--- src/rtl/mem_arbiter_if.sv ---
// Bundles the datapath-side request/handshake signals and the RAM-side signals of mem_arbiter.
// The slave modport is the arbiter itself. The master modport is the datapath plus RAM around it.
interface mem_arbiter_if #(
    parameter int WORD_W = 32
);
    logic              iREN_i;
    logic [WORD_W-1:0] iaddr_i;
    logic              dREN_i;
    logic              dWEN_i;
    logic [WORD_W-1:0] daddr_i;
    logic [WORD_W-1:0] dstore_i;
    logic [1:0]        ramstate_i;
    logic [WORD_W-1:0] ramload_i;
    logic              iwait_o;
    logic              dwait_o;
    logic [WORD_W-1:0] iload_o;
    logic [WORD_W-1:0] dload_o;
    logic [WORD_W-1:0] ramaddr_o;
    logic [WORD_W-1:0] ramstore_o;
    logic              ramREN_o;
    logic              ramWEN_o;
    logic              grant_d_o;

    modport slave (
        input  iREN_i, iaddr_i, dREN_i, dWEN_i, daddr_i, dstore_i, ramstate_i, ramload_i,
        output iwait_o, dwait_o, iload_o, dload_o, ramaddr_o, ramstore_o, ramREN_o, ramWEN_o,
               grant_d_o
    );

    modport master (
        output iREN_i, iaddr_i, dREN_i, dWEN_i, daddr_i, dstore_i, ramstate_i, ramload_i,
        input  iwait_o, dwait_o, iload_o, dload_o, ramaddr_o, ramstore_o, ramREN_o, ramWEN_o,
               grant_d_o
    );
endinterface

--- src/rtl/mem_arbiter.sv ---
// Shares the single RAM port between instruction fetch and data accesses.
// Data has priority; a starvation counter forces a fetch grant after STARVE_MAX data grants.
module mem_arbiter #(
    parameter int WORD_W     = 32,
    parameter int STARVE_MAX = 4
) (
    input  logic         CLK,
    input  logic         nRST,
    mem_arbiter_if.slave bus
);
    typedef enum logic [1:0] {
        IDLE  = 2'd0,
        DSERV = 2'd1,
        ISERV = 2'd2
    } state_e;

    localparam logic [1:0] RAM_ACCESS = 2'd2;
    localparam logic [3:0] STARVE_LIM = 4'(STARVE_MAX);

    state_e     state_q, state_d;
    logic [3:0] starveCnt_q, starveCnt_d;
    logic       dReq;
    logic       dDone;
    logic       iDone;

    // A withdrawn request never counts as complete, even if RAM reports ACCESS.
    assign dReq  = bus.dREN_i | bus.dWEN_i;
    assign dDone = (state_q == DSERV) && dReq && (bus.ramstate_i == RAM_ACCESS);
    assign iDone = (state_q == ISERV) && bus.iREN_i && (bus.ramstate_i == RAM_ACCESS);

    always_comb begin
        state_d     = state_q;
        starveCnt_d = starveCnt_q;
        case (state_q)
            IDLE: begin
                if (dReq && (!bus.iREN_i || (starveCnt_q < STARVE_LIM))) begin
                    state_d = DSERV;
                end else if (bus.iREN_i) begin
                    state_d = ISERV;
                end
            end
            DSERV: begin
                if (!dReq) begin
                    state_d = IDLE;
                end else if (dDone) begin
                    state_d = IDLE;
                    if (bus.iREN_i) begin
                        starveCnt_d = (starveCnt_q == 4'd15) ? starveCnt_q : starveCnt_q + 4'd1;
                    end else begin
                        starveCnt_d = 4'd0;
                    end
                end
            end
            ISERV: begin
                if (!bus.iREN_i) begin
                    state_d = IDLE;
                end else if (iDone) begin
                    state_d     = IDLE;
                    starveCnt_d = 4'd0;
                end
            end
            default: state_d = IDLE;
        endcase
    end

    always_ff @(posedge CLK or negedge nRST) begin
        if (!nRST) begin
            state_q     <= IDLE;
            starveCnt_q <= 4'd0;
        end else begin
            state_q     <= state_d;
            starveCnt_q <= starveCnt_d;
        end
    end

    // RAM-side drive is decoded from the registered state, so reset clears it immediately.
    always_comb begin
        bus.ramaddr_o  = '0;
        bus.ramstore_o = '0;
        bus.ramREN_o   = 1'b0;
        bus.ramWEN_o   = 1'b0;
        case (state_q)
            DSERV: begin
                bus.ramaddr_o = bus.daddr_i;
                if (bus.dWEN_i) begin
                    bus.ramWEN_o   = 1'b1;
                    bus.ramstore_o = bus.dstore_i;
                end else begin
                    bus.ramREN_o = 1'b1;
                end
            end
            ISERV: begin
                bus.ramaddr_o = bus.iaddr_i;
                bus.ramREN_o  = 1'b1;
            end
            default: ;
        endcase
    end

    assign bus.iwait_o   = ~iDone;
    assign bus.dwait_o   = ~dDone;
    assign bus.iload_o   = bus.ramload_i;
    assign bus.dload_o   = bus.ramload_i;
    assign bus.grant_d_o = (state_q == DSERV);
endmodule

--- src/flat_wrapper.sv ---
// flat-port wrapper written by rule: the top's interface ports become plain ports
module mem_arbiter_flat 
#(
    parameter int WORD_W     = 32,
    parameter int STARVE_MAX = 4
)
  (CLK, nRST, bus_iREN_i, bus_iaddr_i, bus_dREN_i, bus_dWEN_i, bus_daddr_i, bus_dstore_i, bus_ramstate_i, bus_ramload_i, bus_iwait_o, bus_dwait_o, bus_iload_o, bus_dload_o, bus_ramaddr_o, bus_ramstore_o, bus_ramREN_o, bus_ramWEN_o, bus_grant_d_o);
  mem_arbiter_if #(.WORD_W(WORD_W)) bus_i ();
  input  logic CLK;
  input  logic nRST;
  input wire logic [$bits(bus_i.iREN_i)-1:0] bus_iREN_i;
  input wire logic [$bits(bus_i.iaddr_i)-1:0] bus_iaddr_i;
  input wire logic [$bits(bus_i.dREN_i)-1:0] bus_dREN_i;
  input wire logic [$bits(bus_i.dWEN_i)-1:0] bus_dWEN_i;
  input wire logic [$bits(bus_i.daddr_i)-1:0] bus_daddr_i;
  input wire logic [$bits(bus_i.dstore_i)-1:0] bus_dstore_i;
  input wire logic [$bits(bus_i.ramstate_i)-1:0] bus_ramstate_i;
  input wire logic [$bits(bus_i.ramload_i)-1:0] bus_ramload_i;
  output wire logic [$bits(bus_i.iwait_o)-1:0] bus_iwait_o;
  output wire logic [$bits(bus_i.dwait_o)-1:0] bus_dwait_o;
  output wire logic [$bits(bus_i.iload_o)-1:0] bus_iload_o;
  output wire logic [$bits(bus_i.dload_o)-1:0] bus_dload_o;
  output wire logic [$bits(bus_i.ramaddr_o)-1:0] bus_ramaddr_o;
  output wire logic [$bits(bus_i.ramstore_o)-1:0] bus_ramstore_o;
  output wire logic [$bits(bus_i.ramREN_o)-1:0] bus_ramREN_o;
  output wire logic [$bits(bus_i.ramWEN_o)-1:0] bus_ramWEN_o;
  output wire logic [$bits(bus_i.grant_d_o)-1:0] bus_grant_d_o;
  assign bus_i.iREN_i = bus_iREN_i;
  assign bus_i.iaddr_i = bus_iaddr_i;
  assign bus_i.dREN_i = bus_dREN_i;
  assign bus_i.dWEN_i = bus_dWEN_i;
  assign bus_i.daddr_i = bus_daddr_i;
  assign bus_i.dstore_i = bus_dstore_i;
  assign bus_i.ramstate_i = bus_ramstate_i;
  assign bus_i.ramload_i = bus_ramload_i;
  assign bus_iwait_o = bus_i.iwait_o;
  assign bus_dwait_o = bus_i.dwait_o;
  assign bus_iload_o = bus_i.iload_o;
  assign bus_dload_o = bus_i.dload_o;
  assign bus_ramaddr_o = bus_i.ramaddr_o;
  assign bus_ramstore_o = bus_i.ramstore_o;
  assign bus_ramREN_o = bus_i.ramREN_o;
  assign bus_ramWEN_o = bus_i.ramWEN_o;
  assign bus_grant_d_o = bus_i.grant_d_o;
  mem_arbiter #(.WORD_W(WORD_W), .STARVE_MAX(STARVE_MAX)) u_core (.CLK(CLK), .nRST(nRST), .bus(bus_i));
endmodule
--- config.mk ---
export PLATFORM = sky130hd
export DESIGN_NAME = mem_arbiter_flat
export DESIGN_NICKNAME = d
export VERILOG_FILES = /design/src/rtl/mem_arbiter_if.sv /design/src/rtl/mem_arbiter.sv /design/src/flat_wrapper.sv
export SDC_FILE = /design/constraint.sdc
export NUM_CORES = 1
export LEC_CHECK = 0
export ABC_AREA = 1
export CELL_PAD_IN_SITES_DETAIL_PLACEMENT = 0
export CELL_PAD_IN_SITES_GLOBAL_PLACEMENT = 2
export CORE_AREA = 2 2 104 106
export CTS_CLUSTER_SIZE = 40
export DETAILED_ROUTE_END_ITERATION = 16
export DIE_AREA = 0 0 106 108
export DONT_BUFFER_PORTS = 1
export PLACE_DENSITY_LB_ADDON = 0.1
export SKIP_CTS_REPAIR_TIMING = 1
export SLEW_MARGIN = 20
export SYNTH_ARGS = -nofsm -noshare
export SYNTH_HDL_FRONTEND = slang
export SYNTH_SLANG_ARGS = --single-unit
--- constraint.sdc ---
create_clock -name CLK -period 1.29 [get_ports CLK]
set_input_delay 0.258 -clock CLK [delete_from_list [all_inputs] [get_ports CLK]]
set_output_delay 0.258 -clock CLK [all_outputs]
set_load 0.02 [all_outputs]
==> run_results.csv <==
group,metric,value,unit
status,status,"finished with violations",
status,violations,"setup timing",
place,dp_hpwl,5420,um
drt,firstDrtPassIters,6,
cells_and_area,final_area,2760,um^2
floorplanning,rows,37,
drt,drt_wl_total,6720,um
sta,post-route-period-util,1.37,
global_routing,first_global_vias,1747,
sta,timing.fmax,567,MHz
worst_setup_path,worstSetupPathType,"reg2out",
drt,drt_iter0_markers,42,
cells_and_area,final_common_cell,"nand2_1",
global_routing,grt_max_degree,31,
drt,ant_nets,0,
worst_setup_path,reg2reg_to,"u_core.starveCnt_q[3]$_DFFE_PN0P_",
floorplanning,die_h,108,um
run,maxCapViolCount,0,
clock_network,cts_tree,"yes",
place,dp_cells,402,
place,place_congestion,0.689,
power,swShare,0.545,
cells_and_area,layout-drive-gt1-share,0.486,
clock_network,numCtsBuffers,3,
yosys,yosys_warnings,0,
min_path,holdPathStages,4,
clock_network,clock_latency,220,ps
yosys,seq_area_frac_synth,0.0855,
clock_network,path_clk_slew,40,ps
drt,drc,0,
worst_setup_path,r2r_start,"u_core.state_q[1]$_DFFE_PN0P_",
min_path,hold_class,"in2reg",
sta,fin_crit,1760,ps
worst_setup_path,start_kind,"register",
cells_and_area,layout.cells.non_filler,422,
clock_network,htreeDepth,1,
power,powerDensity,2550,nW/um^2
place,pre_cts_ws,-248,ps
global_routing,antenna_found_initial,0,
cells_and_area,fin_nets,427,
sta,rsz0062_at_grt,"yes",
global_routing,gr-total-overflow,0,
floorplanning,die_area,11400,um^2
worst_setup_path,reg2reg_depth,9,
place,io_buffers,0,
sta,timing.hold.ws,313,ps
yosys,ys_ff_latch,6,
yosys,synth_nets,462,
power,leakage,1.02,nW
power,pwr-share-seq,0.050,
clock_network,cts_buffer_depth,2,
floorplanning,die_x,106,um
drt,routedWlPerCell,15.9,um
worst_setup_path,cp.arrival,1500,ps
cells_and_area,syn2layout_area_growth,56.9,%
floorplanning,start_util,0.172,
cells_and_area,final_cell_mix,"nand2_1, inv_1, nor2_4, a21oi_4, buf_12",
sta,clock_skew,1.56,ps
global_routing,grt_pass1_wl,9280,um
power,vdd_drop_max,0.647,mV
floorplanning,pin_count,268,
sta,maxSlewViolCount,0,
worst_setup_path,required,1030,ps
sta,hold_viol,0,
yosys,postSynthAreaPerCell,5.43,um^2
sta,tightest_slew,295,ps
worst_setup_path,crit_fanout,7,
yosys,synthCells,323,
yosys,synth_cell_types,19,
power,internal_power,3.19,mW
floorplanning,core,10200,um^2
global_routing,grt_usage,0.102,
sta,relSlewSlack,0.802,
drt,vias,1740,
sta,setup_violations,75,
clock_network,clock-sinks,6,
sta,fin_ws,-472,ps
power,power_frac_comb,0.909,
yosys,synthesis.area,1760,um^2
clock_network,cts_root_buf,"clkbuf_8",
worst_setup_path,setup.worst_path.end,"bus_ramaddr_o[18]",
worst_setup_path,end_kind,"output pin",
power,p_clk_frac,0.041,
cells_and_area,antennaDiodeCount,0,
worst_setup_path,rrSetupSlack,-230,ps
worst_setup_path,startpoint,"u_core.state_q[1]$_DFFE_PN0P_",
place,postPlaceCellArea,2300,um^2
drt,viasPerCell,4.12,
power,switching_power,3.83,mW
[logic make-up (layout without fill, tap and decap cells)]
kind of cell / Yosys count / count (layout) / synth area share
AO/OA/AOI/OAI: 37 / 37 / 0.108
adder cells (fa/ha/maj): 4 / 4 / 0.0285
buffers and inverters: 124 / 87 / 0.426
flip-flops: 6 / 6 / 0.0855
AND/OR/NAND/NOR: 152 / 152 / 0.353
[Yosys cell counts]
cell type	instances	share of area
a21oi_1	33	0.094
buf_2	6	0.017
buf_4	65	0.28
buf_6	4	0.026
clkbuf_1	3	0.0064
dfrtp_1	6	0.086
ha_1	4	0.029
inv_1	44	0.094
inv_2	2	0.0043
nand2_1	90	0.19
nand2_2	1	0.0036
nand3_1	7	0.020
nand3_2	2	0.011
nand4_1	3	0.011
nor2_1	44	0.094
nor2_2	4	0.014
nor2_4	1	0.0064
o21ai_0	3	0.0086
o21ai_2	1	0.0050
[registers in the layout, summed over array words and instances (netlist names)]
register            count
u_core.state_q          2
u_core.starveCnt_q      4
[through the flow]
| step | setup TNS (ps) | power [mW] | utilization |
|---|---|---|---|
| 5_1_grt | -34810 | 7.49 | 0.269 |
| 4_1_cts | -31410 | 5.78 | 0.228 |
| 3_3_place_gp | -14050 | 5.50 | 0.224 |
| 3_5_place_dp | -14250 | 5.45 | 0.224 |
| 6_report | -30290 | 7.02 | 0.269 |
| 2_1_floorplan | -11230 | 4.82 | - |
[per-layer routing]
| metal | vias to the layer above | GRT usage | wire length (um) | part of all wire |
|---|---|---|---|---|
| met3 | 23 | 0.0295 | 511 | 0.076 |
| li1 | 833 | - | - | - |
| met2 | 79 | 0.197 | 3770 | 0.56 |
| met4 | 0 | 0.0367 | 188 | 0.028 |
| met5 | - | 0 | 0 | 0 |
| met1 | 805 | 0.103 | 2250 | 0.33 |
[critical path, stage by stage, from the launching register on]
cell and delay [ps]:
dfrtp_2 390, inv_4 40, buf_4 130, ha_4 280, inv_8 60, clkbuf_16 180
a21oi_4 190
[how the worst min path moves through the flow]
| stage | from | endpoint | slack [ps] |
|---|---|---|---|
| detailed placement | nRST | u_core.starveCnt_q[3]$_DFFE_PN0P_ | -40 |
| CTS | nRST | u_core.starveCnt_q[0]$_DFFE_PN0P_ | -280 |
| global placement | nRST | u_core.starveCnt_q[1]$_DFFE_PN0P_ | -40 |
| finish | bus_iREN_i | u_core.starveCnt_q[1]$_DFFE_PN0P_ | 310 |
| floorplan | nRST | u_core.starveCnt_q[0]$_DFFE_PN0P_ | -40 |
| global route | bus_iREN_i | u_core.starveCnt_q[1]$_DFFE_PN0P_ | 360 |
[power groups by stage]
stage	registers (mW)	logic, mW	clock network (mW)
CTS	0.341	5.13	0.304
global route	0.361	6.81	0.318
floorplan	0.331	4.49	0
finish	0.349	6.39	0.288
global placement	0.346	5.15	0
detailed placement	0.342	5.11	0
[cell type report]
cell class	instances	area, um^2
Clock buffer	3	41.3
Multi-Input combinational cell	193	1600
Fill cell	1146	7480
Sequential cell	6	151
Timing Repair Buffer	38	601
Tap cell	136	170
Inverter	46	195
No activity file was read; power rests on OpenSTA's default activity.
